**config.mk**
```make
export PLATFORM = sky130hd
export DESIGN_NAME = pipe_hazard_ctrl
export DESIGN_NICKNAME = d
export VERILOG_FILES = /design/src/rtl/pipe_hazard_ctrl.sv
export SDC_FILE = /design/constraint.sdc
export NUM_CORES = 1
export LEC_CHECK = 0
export ABC_AREA = 1
export BUFFER_PORTS_ARGS = -buffer_cell sky130_fd_sc_hd__buf_4
export CAP_MARGIN = 20
export CORE_MARGIN = 2
export CORE_UTILIZATION = 40
export CTS_BUF_LIST = sky130_fd_sc_hd__clkbuf_2 sky130_fd_sc_hd__clkbuf_4 sky130_fd_sc_hd__clkbuf_8
export CTS_CLUSTER_SIZE = 14
export DETAILED_ROUTE_END_ITERATION = 16
export PLACE_DENSITY_LB_ADDON = 0.12
export SYNTH_ARGS = -nofsm -noshare
export SYNTH_HDL_FRONTEND = slang
export SYNTH_SLANG_ARGS = --single-unit
```
**constraint.sdc**
```tcl
create_clock -name clk -period 2.4 [get_ports clk]
set_clock_uncertainty 0.15 [all_clocks]
set_input_delay 0.12 -clock clk [delete_from_list [all_inputs] [get_ports clk]]
set_output_delay 0.12 -clock clk [all_outputs]
set_load 0.02 [all_outputs]
```
**src/rtl/pipe_hazard_ctrl.sv**
```systemverilog
// pipe_hazard_ctrl: hazard and sequencing controller for a 5-stage (F/D/E/M/W) RISC-V pipeline.
//   - Forwarding selects for the D->E operands (priority E > M > W, rd == x0 never forwards).
//   - Load-use detection: stalls F/D for one cycle and inserts an E bubble.
//   - Mispredict handling: one-cycle redirect, then flush_fd held for FLUSH_CYCLES cycles in total.
//   - Freezes the pipeline (HALT) once an ebreak retires in W. Only reset leaves HALT.
//   - Saturating performance counters for load-use stall cycles and accepted mispredicts.
// Ports:
//   clk, rst_n                          clock, asynchronous active-low reset
//   d_* / e_* / m_* / w_*               per-stage valid, register indices and write enables
//   ex_mispredict, ex_target            mispredict resolved in E and the correct pc
//   fwd_a_sel, fwd_b_sel                operand source: 0 regfile, 1 E, 2 M, 3 W
//   stall_fd, bubble_e, flush_fd        pipeline control, combinational in the current state
//   redirect_valid, redirect_pc         pc redirect request
//   halted                              pipeline frozen after ebreak
//   stall_cnt, flush_cnt                saturating performance counters
module pipe_hazard_ctrl #(
    parameter int unsigned FLUSH_CYCLES = 2,
    parameter int unsigned CNT_W        = 32
) (
    input  logic             clk,
    input  logic             rst_n,
    input  logic             d_valid,
    input  logic [4:0]       d_rs1,
    input  logic [4:0]       d_rs2,
    input  logic             d_use_rs1,
    input  logic             d_use_rs2,
    input  logic             e_valid,
    input  logic [6:0]       e_opcode,
    input  logic [4:0]       e_rd,
    input  logic             e_wen,
    input  logic             m_valid,
    input  logic [4:0]       m_rd,
    input  logic             m_wen,
    input  logic             w_valid,
    input  logic [4:0]       w_rd,
    input  logic             w_wen,
    input  logic             w_ebreak,
    input  logic             ex_mispredict,
    input  logic [31:0]      ex_target,
    output logic [1:0]       fwd_a_sel,
    output logic [1:0]       fwd_b_sel,
    output logic             stall_fd,
    output logic             bubble_e,
    output logic             flush_fd,
    output logic             redirect_valid,
    output logic [31:0]      redirect_pc,
    output logic             halted,
    output logic [CNT_W-1:0] stall_cnt,
    output logic [CNT_W-1:0] flush_cnt
);

    localparam int unsigned FC_W    = (FLUSH_CYCLES > 1) ? $clog2(FLUSH_CYCLES) : 1;
    localparam logic [6:0]  OP_LOAD = 7'b0000011;

    localparam logic [1:0] ST_RUN   = 2'd0;
    localparam logic [1:0] ST_FLUSH = 2'd1;
    localparam logic [1:0] ST_HALT  = 2'd2;

    logic [1:0]      state;
    logic [1:0]      state_nxt;
    logic [FC_W-1:0] fcnt;
    logic [FC_W-1:0] fcnt_nxt;
    logic            stall_inc;
    logic            flush_inc;

    logic e_wr;
    logic m_wr;
    logic w_wr;
    logic lu;

    // A stage can only forward when it really writes a non-zero register.
    assign e_wr = e_valid & e_wen & (e_rd != 5'd0);
    assign m_wr = m_valid & m_wen & (m_rd != 5'd0);
    assign w_wr = w_valid & w_wen & (w_rd != 5'd0);

    // Load in E whose result is needed by D: the value is not available until M.
    assign lu = e_wr & (e_opcode == OP_LOAD) & d_valid &
                ((d_use_rs1 & (d_rs1 == e_rd)) | (d_use_rs2 & (d_rs2 == e_rd)));

    function automatic logic [1:0] fwd_sel(
        input logic [4:0] rs,
        input logic       e_ok, input logic [4:0] e_r,
        input logic       m_ok, input logic [4:0] m_r,
        input logic       w_ok, input logic [4:0] w_r
    );
        if (e_ok && (e_r == rs))      fwd_sel = 2'd1;
        else if (m_ok && (m_r == rs)) fwd_sel = 2'd2;
        else if (w_ok && (w_r == rs)) fwd_sel = 2'd3;
        else                          fwd_sel = 2'd0;
    endfunction

    // Forwarding selects, youngest producer wins.
    always_comb begin
        fwd_a_sel = fwd_sel(d_rs1, e_wr, e_rd, m_wr, m_rd, w_wr, w_rd);
        fwd_b_sel = fwd_sel(d_rs2, e_wr, e_rd, m_wr, m_rd, w_wr, w_rd);
    end

    // State and counter registers.
    always_ff @(posedge clk or negedge rst_n) begin
        if (!rst_n) begin
            state     <= ST_RUN;
            fcnt      <= '0;
            stall_cnt <= '0;
            flush_cnt <= '0;
        end else begin
            state <= state_nxt;
            fcnt  <= fcnt_nxt;
            if (stall_inc && (stall_cnt != {CNT_W{1'b1}})) stall_cnt <= stall_cnt + CNT_W'(1);
            if (flush_inc && (flush_cnt != {CNT_W{1'b1}})) flush_cnt <= flush_cnt + CNT_W'(1);
        end
    end

    // Next state and pipeline control.
    always_comb begin
        state_nxt      = state;
        fcnt_nxt       = fcnt;
        stall_inc      = 1'b0;
        flush_inc      = 1'b0;
        stall_fd       = 1'b0;
        bubble_e       = 1'b0;
        flush_fd       = 1'b0;
        redirect_valid = 1'b0;
        redirect_pc    = 32'd0;

        case (state)
            ST_RUN: begin
                if (ex_mispredict) begin
                    // Redirect wins over load-use: the stalled D instruction is wrong-path.
                    redirect_valid = 1'b1;
                    redirect_pc    = ex_target;
                    flush_fd       = 1'b1;
                    bubble_e       = 1'b1;
                    flush_inc      = 1'b1;
                    if (FLUSH_CYCLES > 1) begin
                        state_nxt = ST_FLUSH;
                        fcnt_nxt  = FC_W'(FLUSH_CYCLES - 1);
                    end
                end else if (lu) begin
                    stall_fd  = 1'b1;
                    bubble_e  = 1'b1;
                    stall_inc = 1'b1;
                end
            end
            ST_FLUSH: begin
                // Everything in F/D/E is wrong-path here; ignore mispredicts and load-use.
                flush_fd = 1'b1;
                bubble_e = 1'b1;
                fcnt_nxt = fcnt - FC_W'(1);
                if (fcnt <= FC_W'(1)) state_nxt = ST_RUN;
            end
            ST_HALT: begin
                stall_fd = 1'b1;
                bubble_e = 1'b1;
            end
            default: state_nxt = ST_RUN;
        endcase

        // A retiring ebreak overrides any other next state.
        if (w_valid && w_ebreak) state_nxt = ST_HALT;

        // Keep control quiet while reset is held, regardless of the inputs.
        if (!rst_n) begin
            stall_inc      = 1'b0;
            flush_inc      = 1'b0;
            stall_fd       = 1'b0;
            bubble_e       = 1'b0;
            flush_fd       = 1'b0;
            redirect_valid = 1'b0;
            redirect_pc    = 32'd0;
        end
    end

    assign halted = (state == ST_HALT);

endmodule
```
**Word-level counts from Yosys, hierarchy flattened**

Index checks and enable logic that the tools add are counted.

- Add/sub/neg operators: 3
- Multiply operators: 0
- Div/mod/pow operators: 0
- $lt $le $gt $ge: 1
- Eq/ne operators: 17
- Shift operators: 0
- Multiplexer cells: 29
- Bitwise logic cells: 12
- Reduce and logical (&&, ||, !) cells: 17

Operators with widths:

| cell | number |
|---|---|
| 32-bit 2-to-1 mux | 3 |
| 32-bit by 1-bit adder with 32-bit output (second input constant) | 2 |
| 32-bit inequality test (second input constant) | 2 |
| 5-bit equality test | 8 |
| 2-bit 2-to-1 mux | 9 |
| 5-bit nonzero test | 3 |
| 1-bit 2-to-1 mux | 12 |
| 1-bit bitwise AND | 11 |
| 1-bit logical AND | 9 |
| 1-bit case mux with 2 select lines | 4 |
| 7-bit by 2-bit equality test with 1-bit output (second input constant) | 1 |
| 3-bit inequality test (second input constant) | 2 |
| 2-bit case mux with 3 select lines | 1 |
| 3-bit AND reduction | 1 |
| 2-bit by 1-bit equality test with 1-bit output (second input constant) | 1 |
| 2-bit equality test (second input constant) | 1 |
| 2-bit zero test | 1 |
| 2-bit by 1-bit inequality test with 1-bit output (second input constant) | 1 |
| 2-bit inequality test (second input constant) | 1 |
| 2-bit AND reduction | 1 |
| 2-bit nonzero test | 1 |
| 2-bit OR reduction | 1 |
| 1-bit <= comparator (second input constant) | 1 |
| 1-bit bitwise OR | 1 |
| 1-bit subtractor (second input constant) | 1 |

- Flip-flop bits (word level): 67
- Latch bits: 0
- Bits in writable memories: 0
- ROM bits: 0
- Input bits: 77
- Output and inout bits: 105
- Logic and storage cells: 83
- Memories kept: 0

**Depth between registers and ports, before layout**

Gate-level depths: netlist of run 1.

- Word-level depth: 10
- Mapped depth: 13
- Gate-level depth less buffers: 13

**Worst setup path before layout of run 1**

No wires, ideal clock.

- Path kind: register to output
- From: register state[0]
- To: output redirect_pc[22]
- Arrival time: 1.885 ns
- Setup slack: 0.245 ns
- Stages on the path, launching flop included: 8
- Path buffers: 1
- Cells stage by stage: dfrtp_1 > inv_1 > ha_1 > nand2_1 > nor2_1 > inv_1 > clkbuf_1 > nor2_1

- Longest elaborated chain between the ends: 3

RTL lines:

| element | line | RTL |
|---|---|---|
| start: declaration | 59 | `logic [1:0] state;` |
| start signal: assignment | 106 | `state <= state_nxt;` |
| 2-bit zero test | 125 | `case (state)` |
| 32-bit 2-to-1 mux | 125 |  |
| 32-bit 2-to-1 mux | 162 | `if (!rst_n) begin` |
| end: declaration | 46 | `output logic [31:0] redirect_pc,` |

No other way between the ends.

**Worst setup path in the final report of run 1**

- From: register state[0]
- To: output redirect_pc[11]

Same word-level chain as after synthesis.

==> impl_metrics.yaml, run 1 <==
routing:
  drtIter0Drc: 307
  detail_route.wl_per_cell_um: 14.0
  via_per_inst: 4.84
  num_vias: 5126
  wl_um: 14800
  drc: 0
  drtAntennaViolNets: 0
  drt_first_pass_iters: 5
cts:
  clk_latency_ns: 0.36
  clock_tree.htree_level_count: 3
  cts_tree: "done"
  root_buffer: "clkbuf_8"
  cts_buffers: 9
  clockBufferDepth: 2
  path_clk_slew_ns: 0.07
  cts_sinks: 66
synth:
  yosys_warnings: 0
  ys_seq_area_share_pct: 33.8
  ys_ff_latch: 66
  synth_common_cells: "nand2_1, nor2_1, inv_1"
  synthCells: 714
  synthesis.area_mm2: 0.00489
  synth_edf_count: 0
  dominantRegCellSynth: "dfrtp_1"
  synth.area.top_cells: "dfrtp_1, nand2_1, nor2_1"
  yosysTopAreaCellShare_pct: 33.8
  avgSynthCellArea_um2: 6.85
  synth_area_leader_cell: "dfrtp_1"
  postSynthNetCount: 797
  post-synth-top-count-cell: "nand2_1"
  synthDistinctLibCells: 33
  synth-async-reset-ratio_pct: 100
global_route:
  overflow: 0
  grt_max_degree: 36
  antenna_found_initial: 0
  grtUsageTotal_pct: 22.0
  grt_pass1_wl_um: 23200
  grt_pass1_vias: 4652
floorplanning:
  rows: 40
  dieArea_mm2: 0.0131
  ioPinCount: 182
  coreArea_mm2: 0.0120
  die_w_um: 115
  initial_utilization_pct: 40.9
  die_h_um: 115
final_layout:
  n_antenna_cell: 0
  nNetsFinal: 991
  post-route-util_pct: 56.0
  syn2layout_area_growth_pct: 37.0
  drive_gt1_share_pct: 28.3
  fillCellCount: 1166
power:
  p_switching_uw: 573
  leakage_nw: 3.47
  clkPwrFrac_pct: 41.7
  seqPwrFrac_pct: 47.5
  comb_power_share_pct: 10.9
  internal_power_mw: 1.77
  p_per_area_mw_per_mm2: 349
  switching_share_pct: 24.5
  peakVddDrop_mv: 0.264
critical_path:
  critPathLaunchType: "flip-flop"
  crit_required_ns: 2.13
  crit_arrival_ns: 1.97
  cp-end-kind: "output port"
  critPathKind: "reg2out"
  crit_fanout: 17
sta:
  finalHoldViolations: 0
  maxSlewViolCount: 0
  post-route-period-util_pct: 93.4
  min_period_ns: 2.24
  worst_pin_slew_ns: 0.517
  slew_headroom_pct: 65.2
  fmax_ghz: 0.446
  hold_ws_ns: 0.0445
  setup_viol: 0
run:
  maxCapViolations: 0
placed_design:
  gp_congestion: 0.914
  port_buffers: 181
  dp_hpwl_um: 11200
run_status:
  status: "completed"
min_path:
  hold_path.class: "in2reg"
cell usage in the layout, fill, tap and decap left out, types with 2 or more instances in the layout:
cell / instances
nand3_2: 7
nor2_1: 127
a21oi_1: 3
inv_2: 5
nor3_4: 2
nand2_2: 8
clkinvlp_4: 2
nand3b_1: 14
o21ai_0: 13
nand4_1: 15
dfrtp_1: 66
nor3_2: 3
nor4_1: 8
nor2_2: 6
xor2_1: 25
nor2_4: 9
nand2_1: 180
ha_1: 5
clkbuf_8: 14
nand3_1: 33
nor3_1: 26
dlygate4sd3_1: 4
xor2_2: 2
xnor2_1: 26
nand2_4: 4
a31o_2: 2
buf_4: 188
o21ai_1: 5
inv_1: 103
cell families (layout without fill, tap and decap cells):
logic type | Yosys count | in the layout | synth area share (%)
buf+inv | 121 | 319 | 10.2
simple gates | 444 | 445 | 42.1
compound gates | 24 | 24 | 2.66
flops | 66 | 66 | 33.8
xor+xnor | 53 | 53 | 9.80
fa+ha+maj | 6 | 6 | 1.53
cell type report:
type,instances,area (um2),share of cell area [%]
Timing Repair inverter,1,7.51,0.112
Inverter,110,419,6.25
Clock inverter,1,5.00,0.0747
Sequential cell,66,1650,24.6
Tap cell,147,184,2.74
Multi-Input combinational cell,528,2780,41.5
Timing Repair Buffer,192,1450,21.7
Clock buffer,15,200,2.99
critical path, cell delays in order (launching register included):
cell and delay [ns]:
dfrtp_1 0.42, inv_1 0.11, ha_2 0.23, nand2_1 0.10, nor2_4 0.19, clkinvlp_4 0.10, buf_4 0.19, nor2_1 0.12
buf_4 0.15
layer usage:
| metal | track usage, % | vias up | part of all wire, % |
|---|---|---|---|
| met5 | 0 | - | 0 |
| met4 | 5.85 | 0 | 1.5 |
| met3 | 4.08 | 17 | 6.4 |
| met2 | 35.7 | 176 | 47 |
| met1 | 30.3 | 2337 | 45 |
| li1 | - | 2596 | - |
state kept, by name, indices dropped and copies added, names as in the netlist:
signal / flops
flush_cnt: 32
stall_cnt: 32
state: 2
power groups by stage:
stage,Sequential (mW),Clock [mW],Combinational [mW]
6_report,1.11,0.976,0.255
5_1_grt,1.11,1.05,0.282
4_1_cts,1.11,0.995,0.256
3_5_place_dp,1.13,0,0.249
3_3_place_gp,1.13,0,0.242
2_1_floorplan,1.13,0,0.0820
repair_timing:
item / in CTS / in global routing
hold buffers: 4 / 0
hold endpoints to repair: 68 / 0
setup buffers: 3 / 1
pin swaps: 0 / 3
gates cloned: 1 / 1
setup endpoints to repair: 33 / 71
gates resized for setup: 4 / 10
worst paths after layout:
path | end | startpoint | depth (start not counted) | slack (ns)
setup reg to reg | stall_cnt[30] | stall_cnt[0] | 10 | 0.16
hold / removal | state[0] | ex_mispredict | 4 | 0.04
max in group asynchronous | flush_cnt[1] | rst_n | 3 | 1.50
min in group asynchronous | stall_cnt[28] | rst_n | 3 | 0.25
setup / recovery | redirect_pc[11] | state[0] | 8 | 0.16
hold reg to reg | flush_cnt[28] | flush_cnt[28] | 1 | 0.36
per-stage QoR:
stage / setup TNS, ns / setup WS, ns / std cells / power [mW] / area (um2)
after floorplan: 0 / 0.245 / 714 / 1.22 / 4890
after global placement: 0 / 0.118 / 1034 / 1.37 / 6370
after detailed placement: 0 / 0.0977 / 1034 / 1.38 / 6370
after CTS: 0 / 0.0477 / 1058 / 2.36 / 6660
after global routing: -0.00559 / -0.00559 / 1060 / 2.44 / 6700
final: 0 / 0.159 / 1060 / 2.34 / 6700
(Power assumes the default switching activity.)
==> run 2, diff against run 1 <==
- REMOVE_ABC_BUFFERS: not set -> 1
==> run 2 against run 1 <==
Register-to-register slack improved by 0.06 ns. Final cell count unchanged. Wire length is essentially flat. Cell area fell by 0.26%. Power down 4.9%. Via count rose by 1.4%. Sequential power is essentially flat. First-iteration DRC count down 9.8%. Die area unchanged. Non-clock buffer count is the same. Sequential cell count is the same. Critical path depth unchanged. Critical path type unchanged.
==> impl_metrics.yaml, run 2 (synthesis results as in run 1) <==
routing:
  drt_first_pass_iters: 4
  drtAntennaViolNets: 0
  drtIter0Drc: 277
  num_vias: 5200
  detail_route.wl_per_cell_um: 14.0
  via_per_inst: 4.91
  drc: 0
  wl_um: 14800
final_layout:
  fillCellCount: 1158
  final_cell_mix: "buf_4, nand2_1, nor2_1"
  drive_gt1_share_pct: 28.3
  layout_commonest_cell: "buf_4"
  top_regs: "flush_cnt (32), stall_cnt (32), state (2)"
  syn2layout_area_growth_pct: 36.7
  nNetsFinal: 991
  fin_area_mm2: 0.00669
  n_antenna_cell: 0
critical_path:
  cp-end-kind: "output port"
  crit_required_ns: 2.13
  reg2reg_to: "stall_cnt[10]"
  r2r-start: "stall_cnt[0]"
  critPathLaunchType: "flip-flop"
  critPathKind: "reg2out"
  crit_path_end: "redirect_pc[31]"
  crit_arrival_ns: 1.96
  crit_start: "state[1]"
  regToRegSetupSlack_ns: 0.22
  r2r.worst_path.cells: 10
  crit_fanout: 17
placed_design:
  port_buffers: 181
  dp_hpwl_um: 11500
  gp_congestion: 0.889
  dpl_cell_area_mm2: 0.00641
power:
  switching_share_pct: 24.8
  comb_power_share_pct: 11.5
  internal_power_mw: 1.67
  p_switching_uw: 553
  leakage_nw: 3.49
  peakVddDrop_mv: 0.273
  p_per_area_mw_per_mm2: 333
  clkPwrFrac_pct: 38.7
  seqPwrFrac_pct: 49.9
sta:
  post-route-period-util_pct: 92.8
  maxSlewViolCount: 0
  setup_viol: 0
  slew_headroom_pct: 61.3
  worst_pin_slew_ns: 0.576
  fmax_ghz: 0.449
  min_period_ns: 2.23
  rsz0062_at_grt: "false"
  fin_tns_setup_ns: 0
  hold_ws_ns: 0.0542
  finalHoldViolations: 0
run:
  maxCapViolations: 0
cts:
  clk_latency_ns: 0.35
  path_clk_slew_ns: 0.07
  cts_tree: "done"
  clock_tree.htree_level_count: 3
  root_buffer: "clkbuf_8"
  cts_sinks: 66
  cts_buffers: 9
  clockBufferDepth: 2
global_route:
  grt_pass1_vias: 4703
  grt_pass1_wl_um: 22900
  overflow: 0
  grt_max_degree: 41
  grtUsageTotal_pct: 21.9
  antenna_found_initial: 0
floorplanning:
  die_h_um: 115
  coreArea_mm2: 0.0120
  rows: 40
  dieArea_mm2: 0.0131
  ioPinCount: 182
  initial_utilization_pct: 40.9
  die_w_um: 115
run_status:
  status: "completed"
min_path:
  hold_path.class: "in2reg"
## run 2: cell types whose count changed in the layout (fill, tap and decap cells not counted), sizes merged
cell,change
dlygate4sd3,-1
clkbuf,-2
clkinv,+2
buf,+1
## run 2: final cells by class
| cell class | count | area (um2) | share of cell area [%] |
|---|---|---|---|
| Sequential cell | 66 | 1650 | 24.7 |
| Timing Repair Buffer | 192 | 1470 | 22.0 |
| Clock buffer | 13 | 160 | 2.40 |
| Tap cell | 147 | 184 | 2.75 |
| Inverter | 110 | 417 | 6.23 |
| Timing Repair inverter | 1 | 7.51 | 0.112 |
| Multi-Input combinational cell | 528 | 2780 | 41.5 |
| Clock inverter | 3 | 15.0 | 0.225 |
## run 2: power groups by stage
stage               Sequential (mW)  Clock [mW]  Combinational (mW)
floorplan                      1.13           0              0.0820
global placement               1.13           0               0.244
global route                   1.11       0.935               0.281
CTS                            1.11       0.887               0.256
detailed placement             1.13           0               0.251
finish                         1.11       0.861               0.255
## run 2: worst min-delay path by stage
stage	startpoint	endpoint	slack [ns]	cells after the start
floorplan	rst_n	flush_cnt[0]	-0.33	0
global placement	rst_n	stall_cnt[6]	0.05	2
detailed placement	rst_n	stall_cnt[5]	0.05	2
CTS	ex_mispredict	state[0]	0.02	4
global route	ex_mispredict	state[0]	0.06	4
finish	ex_mispredict	state[0]	0.05	4
## run 2: per-layer routing
layer,share of wire [%],track usage (%),vias up
met5,0,0,-
met4,1.6,6.50,0
met3,6.0,3.65,22
met2,48,36.6,182
met1,45,29.2,2398
li1,-,-,2598
## run 2: metrics by stage
step	setup WS (ns)	cells	utilization [%]	total power, mW
2_1_floorplan	0.0792	703	-	1.22
3_3_place_gp	0.254	1036	53.6	1.38
3_5_place_dp	0.145	1036	53.6	1.38
4_1_cts	0.0322	1059	55.6	2.26
5_1_grt	0.0109	1060	55.9	2.33
6_report	0.173	1060	55.9	2.23
## run 2: critical path: stages (launching register included)
cell and delay [ns]:
dfrtp_1 0.41, inv_1 0.11, ha_2 0.23, nand2_1 0.10
nor2_4 0.19, clkinvlp_4 0.11, buf_4 0.19, nor2_1 0.11
buf_4 0.16
## run 2: timing repair
item / 4_1_cts / 5_1_grt
setup endpoints to repair: 33 / 50
gates resized for setup: 3 / 6
hold buffers: 3 / 0
setup buffers: 3 / 0
hold endpoints to repair: 68 / 0
gates cloned: 1 / 1
pin swaps: 0 / 1
